## src/rtl/div_pkg.sv

```systemverilog
// Shared types and constants for the sequential restoring divider.
package div_pkg;

  localparam int unsigned DIV_WIDTH_DEFAULT = 32;

  typedef enum logic [1:0] {
    IDLE = 2'd0,
    RUN  = 2'd1,
    DONE = 2'd2
  } div_state_e;

  // Quotient reported for a zero divisor; the top replicates this bit to WIDTH.
  localparam logic [DIV_WIDTH_DEFAULT-1:0] DIV_ZERO_QUOTIENT = '1;

endpackage

```

## src/rtl/div_step.sv

```systemverilog
// One combinational restoring-division step: ripple-carry trial subtraction of the divisor.
module div_step
  import div_pkg::*;
#(
  parameter int unsigned WIDTH = DIV_WIDTH_DEFAULT
) (
  input  logic [WIDTH:0]   shifted,
  input  logic [WIDTH-1:0] divisor,
  output logic [WIDTH-1:0] rem_next,
  output logic             q_bit
);

  logic [WIDTH:0]   b_inv;
  logic [WIDTH-1:0] diff;
  logic [WIDTH+1:0] carry;

  // shifted + ~{0,divisor} + 1; carry out of the top bit means no borrow
  always_comb begin
    b_inv    = ~{1'b0, divisor};
    carry    = '0;
    diff     = '0;
    carry[0] = 1'b1;
    for (int i = 0; i <= int'(WIDTH); i++) begin
      if (i < int'(WIDTH)) begin
        diff[i] = shifted[i] ^ b_inv[i] ^ carry[i];
      end
      carry[i+1] = (shifted[i] & b_inv[i]) | (carry[i] & (shifted[i] ^ b_inv[i]));
    end
    q_bit    = carry[WIDTH+1];
    rem_next = q_bit ? diff : shifted[WIDTH-1:0];
  end

endmodule

```

## src/rtl/div32_seq.sv

```systemverilog
// Sequential restoring divider, one quotient bit per clock, valid/ready on both sides.
// Signed (two's-complement) operation is built only when DIV32_SIGNED_EN is defined.
module div32_seq
  import div_pkg::*;
#(
  parameter int unsigned WIDTH = DIV_WIDTH_DEFAULT
) (
  input  logic             clk,
  input  logic             rst_n,
  input  logic             in_valid,
  output logic             in_ready,
  input  logic [WIDTH-1:0] dividend,
  input  logic [WIDTH-1:0] divisor,
  input  logic             is_signed,
  output logic             out_valid,
  input  logic             out_ready,
  output logic [WIDTH-1:0] quotient,
  output logic [WIDTH-1:0] remainder,
  output logic             div_by_zero
);

  localparam int unsigned CNT_W = (WIDTH > 1) ? $clog2(WIDTH) : 1;
  localparam logic [CNT_W-1:0] LAST_STEP = CNT_W'(WIDTH - 1);

  div_state_e       state_q, state_next;
  logic [WIDTH-1:0] rem_q, quo_q, dvs_q;
  logic [CNT_W-1:0] cnt_q;
  logic             dvz_q;
  logic             accept, last_step;
  logic [WIDTH-1:0] a_mag, b_mag;
  logic             a_neg, b_neg;
  logic [WIDTH-1:0] step_rem, q_new, quo_fix, rem_fix;
  logic             step_bit;

  assign in_ready  = (state_q == IDLE) && rst_n;
  assign out_valid = (state_q == DONE);
  assign accept    = in_valid && in_ready;
  assign last_step = (cnt_q == LAST_STEP);

`ifdef DIV32_SIGNED_EN
  logic neg_quo_q, neg_rem_q;

  // Magnitudes at accept; the most-negative value maps onto itself, which is its true magnitude
  assign a_neg   = is_signed & dividend[WIDTH-1];
  assign b_neg   = is_signed & divisor[WIDTH-1];
  assign a_mag   = a_neg ? (~dividend + WIDTH'(1)) : dividend;
  assign b_mag   = b_neg ? (~divisor + WIDTH'(1)) : divisor;
  assign quo_fix = neg_quo_q ? (~q_new + WIDTH'(1)) : q_new;
  assign rem_fix = neg_rem_q ? (~step_rem + WIDTH'(1)) : step_rem;

  always_ff @(posedge clk) begin
    if (!rst_n) begin
      neg_quo_q <= 1'b0;
      neg_rem_q <= 1'b0;
    end else if (accept) begin
      neg_quo_q <= a_neg ^ b_neg;
      neg_rem_q <= a_neg;
    end
  end
`else
  logic unused_is_signed;

  assign unused_is_signed = is_signed;
  assign a_neg   = 1'b0;
  assign b_neg   = 1'b0;
  assign a_mag   = dividend;
  assign b_mag   = divisor;
  assign quo_fix = q_new;
  assign rem_fix = step_rem;
`endif

  div_step #(.WIDTH(WIDTH)) u_step (
    .shifted  ({rem_q, quo_q[WIDTH-1]}),
    .divisor  (dvs_q),
    .rem_next (step_rem),
    .q_bit    (step_bit)
  );

  assign q_new = {quo_q[WIDTH-2:0], step_bit};

  always_ff @(posedge clk) begin
    if (!rst_n) state_q <= IDLE;
    else        state_q <= state_next;
  end

  // A zero divisor still spends one RUN cycle so its results register on the next edge
  always_comb begin
    state_next = state_q;
    case (state_q)
      IDLE:    if (accept) state_next = RUN;
      RUN:     if (dvz_q || last_step) state_next = DONE;
      DONE:    if (out_ready) state_next = IDLE;
      default: state_next = IDLE;
    endcase
  end

  always_ff @(posedge clk) begin
    if (!rst_n) begin
      rem_q       <= '0;
      quo_q       <= '0;
      dvs_q       <= '0;
      cnt_q       <= '0;
      dvz_q       <= 1'b0;
      quotient    <= '0;
      remainder   <= '0;
      div_by_zero <= 1'b0;
    end else begin
      case (state_q)
        IDLE: begin
          if (accept) begin
            rem_q <= '0;
            cnt_q <= '0;
            dvs_q <= b_mag;
            dvz_q <= (divisor == '0);
            // raw dividend kept for the zero-divisor remainder
            quo_q <= (divisor == '0) ? dividend : a_mag;
          end
        end
        RUN: begin
          if (dvz_q) begin
            quotient    <= {WIDTH{DIV_ZERO_QUOTIENT[0]}};
            remainder   <= quo_q;
            div_by_zero <= 1'b1;
          end else begin
            rem_q <= step_rem;
            quo_q <= q_new;
            cnt_q <= cnt_q + CNT_W'(1);
            if (last_step) begin
              quotient    <= quo_fix;
              remainder   <= rem_fix;
              div_by_zero <= 1'b0;
            end
          end
        end
        default: ;
      endcase
    end
  end

endmodule

```

## config.mk

```make
export PLATFORM = sky130hd
export DESIGN_NAME = div32_seq
export DESIGN_NICKNAME = d
export VERILOG_FILES = /design/src/rtl/div_pkg.sv /design/src/rtl/div_step.sv /design/src/rtl/div32_seq.sv
export SDC_FILE = /design/constraint.sdc
export NUM_CORES = 1
export LEC_CHECK = 0
export CAP_MARGIN = 20
export CORE_MARGIN = 1.5
export CORE_UTILIZATION = 53
export CTS_CLUSTER_DIAMETER = 80
export DETAILED_ROUTE_END_ITERATION = 10
export PLACE_DENSITY = 0.77
export RECOVER_POWER = 25
export SYNTH_ARGS = -nofsm -noshare
export SYNTH_HDL_FRONTEND = slang
export SYNTH_HIERARCHICAL = 1
export SYNTH_SLANG_ARGS = --single-unit
```

## constraint.sdc

```tcl
create_clock -name clk -period 14.13 [get_ports clk]
set_input_delay 2.1195 -clock clk [delete_from_list [all_inputs] [get_ports clk]]
set_output_delay 2.1195 -clock clk [all_outputs]
set_load 0.01 [all_outputs]
```

==> run metrics <==
wire per inst=17.4 um; vias in the first global route=6072; fmax=72.9 MHz; clock latency at the later pin of the worst-skew pair=430 ps; Max-Cap Viols=1; first drt pass iteration count=5; post-route ant nets=0; worst r2r dst=remainder[29]$_SDFFE_PN0P_; gr ovfl total=0; reg2reg start=quo_q[31]$_SDFFE_PN0P_; H-tree depth=4; Crit path required time=14450 ps; element type at the critical path start=register; Leakage Power=3.65 nW; DIE AREA=15800 um^2; first-pass GRT wire length=roughly 32000 um; Diodes inserted=0; Layout area overhead=26.4%; Least-Margin Pin Slew=approximately 1900 ps; hold path start=dvs_q[29]$_SDFFE_PN0P_; Setup crit end kind=register; Synth Warn #=6; CTS clk-pin slew, worst paths=about 60 ps; Hold Vio Cnt, Final=0; Root Buffer=clkbuf_16; Finished Layout Cells=1167; R2R setup slack=410 ps; hold depth=1; worst vdd ir=0.000148 V; dpl cell area=just over 9000 um^2; initial antenna violation count=0; via/cell ratio=5.78; row cnt=between 40 and 50; pwr/cell area=219 nW/um^2; Initial Util=0.546; FILL cells=1129; Num CTS Buffers=17; Worst Hold Path EP=dvs_q[29]$_SDFFE_PN0P_; DRT Wirelength=20300 um; Clock Tree Buf Depth=2; delay-heaviest family, CP=adder cells; Final Cycle Share=0.971; Slew Viols, Final=50; WS Path Type=reg2reg; Worst Path Max Fanout=8; Distinct cells, synth=45; final setup vio count=0; CP most frequent cell=fa_1; area leader, netlist=dfxtp_1; CP max stage cell=fa_1; dpl hpwl=about 13000 um; post-synthesis mux area share=0.0466; Die Span Y=roughly 130 um; reg2reg path depth=41; largest family of logic cells by synthesized area=simple AND/OR/NAND/NOR gates; RD Place Congestion=approximately 0.79; number of synthesized flops with an enable pin=0; most frequent cells in the layout=dfxtp_1 (167), nand2_1 (101), nor2_1 (98); Final #Nets=1073; slowest stage delay, CP=around 420 ps; clk sinks=169; worst min path class=reg2reg; Design Area, Final=10100 um^2; Horiz. Die Dim=approximately 130 um; CTS hold repair buffers=0; # placed instances=~1100; DRC Markers=0; ys flop type=dfxtp_1; Synth Area in Compound Gates=0.176; clk_skew=6.15 ps; mean post-synth cell area=approximately 9.1 um^2; asr flop ratio synth=0; Synth Register Bits=about 170; Synth top area share=0.425; Mapped Area=7970 um^2; Worst Path Arrival=~14000 ps; commonest non-fill, non-tap cell in the layout=dfxtp_1; Multi-input gate area=~4000 um^2; final total power=0.00221 W; layout cells sized above 1=0.117; Tmin final=13720 ps; Reg area=3390 um^2; starting DRC count in detailed routing=624; crit path buf inv count=4; top post-synthesis cells by area=dfxtp_1 (42%), fa_1 (7.8%), nor3_1 (5.9%); GRT Util Overall=0.256; post-synthesis xor/xnor area fraction=0.00220; core area=14600 um^2; Vias=6751; I/O pins=136; post-synthesis cell count=880; CTS tree=yes; post-synth net total=983; status=complete, but fails checks; post-synthesis sequential area ratio=0.425; Slew HR=-0.246; Crit. path cell count=41; failing checks=max-capacitance violations, max-slew violations; PortBufs=roughly 130; Synth Area in Adders=0.0826; fraction of the mapped netlist area in simple logic gates=0.199; largest net degree at the start of global routing=97
state kept, by name, summed over array words and instances, names as in the netlist:
register,flops
state_q,2
cnt_q,5
div_by_zero,1
rem_q,32
quo_q,32
remainder,32
dvz_q,1
quotient,32
dvs_q,32
metal layers:
metal / GRT usage / vias to the layer above / share of wire
met2: 0.389 / 258 / 0.46
li1: - / 3259 / -
met4: 0.0689 / 0 / 0.015
met1: 0.381 / 3212 / 0.46
met5: 0 / - / 0
met3: 0.0412 / 22 / 0.062
layout make-up:
class                   count  area share
clock buffers              19      0.0450
clock inverters            13      0.0245
flip-flops and latches    169       0.336
inverters                  36      0.0135
multi-input cells         594       0.405
well taps                 184      0.0229
repair buffers            152       0.152
how the worst max path moves through the flow:
stage | start | end
global placement | quo_q[31]$_SDFFE_PN0P_ | remainder[21]$_SDFFE_PN0P_
finish | quo_q[31]$_SDFFE_PN0P_ | remainder[29]$_SDFFE_PN0P_
global route | quo_q[31]$_SDFFE_PN0P_ | remainder[29]$_SDFFE_PN0P_
detailed placement | quo_q[31]$_SDFFE_PN0P_ | remainder[22]$_SDFFE_PN0P_
CTS | quo_q[31]$_SDFFE_PN0P_ | remainder[22]$_SDFFE_PN0P_
floorplan | quo_q[31]$_SDFFE_PN0P_ | remainder[29]$_SDFFE_PN0P_
cells by family after synthesis:
kind of cell / count (synthesis)
flip-flops: 169
multiplexers: 36
buffers and inverters: 117
adder cells (fa/ha/maj): 34
AND/OR/NAND/NOR: 355
XOR/XNOR: 2
AO/OA/AOI/OAI: 167
power by group:
group | total (W) | internal (W) | switching (W)
logic | 0.00108 | 0.000456 | 0.000620
registers | 0.000580 | 0.000530 | 0.0000499
clock network | 0.000549 | 0.000358 | 0.000192
per-stage QoR:
stage / util / worst slack, ps / hold slack (ps) / TNS (ps)
2_1_floorplan: - / 1170 / 442 / 0
3_3_place_gp: 0.636 / 573 / 458 / 0
3_5_place_dp: 0.636 / 377 / 461 / 0
4_1_cts: 0.684 / 350 / 476 / 0
5_1_grt: 0.690 / -12.6 / 502 / -12.6
6_report: 0.690 / 409 / 480 / 0
synth_stat cells, types with 3 or more instances:
cell / count
dfxtp_1: 169
nand2_1: 101
nor2_1: 98
nor3_1: 94
clkbuf_1: 42
a21oi_1: 37
inv_1: 35
nand3_1: 35
mux2i_1: 33
a22o_1: 32
fa_1: 31
a211oi_1: 30
a21oi_2: 29
buf_2: 21
a311oi_2: 20
a311oi_1: 12
nor4_1: 7
buf_1: 6
buf_6: 6
buf_4: 4
ha_1: 3
nor3b_1: 3
what timing repair did:
item | 4_1_cts | 5_1_grt
setup endpoints to repair | 0 | 43
setup buffers | 0 | 3
gates resized for setup | 0 | 6
Note: power is estimated with default switching activity, not from simulation.
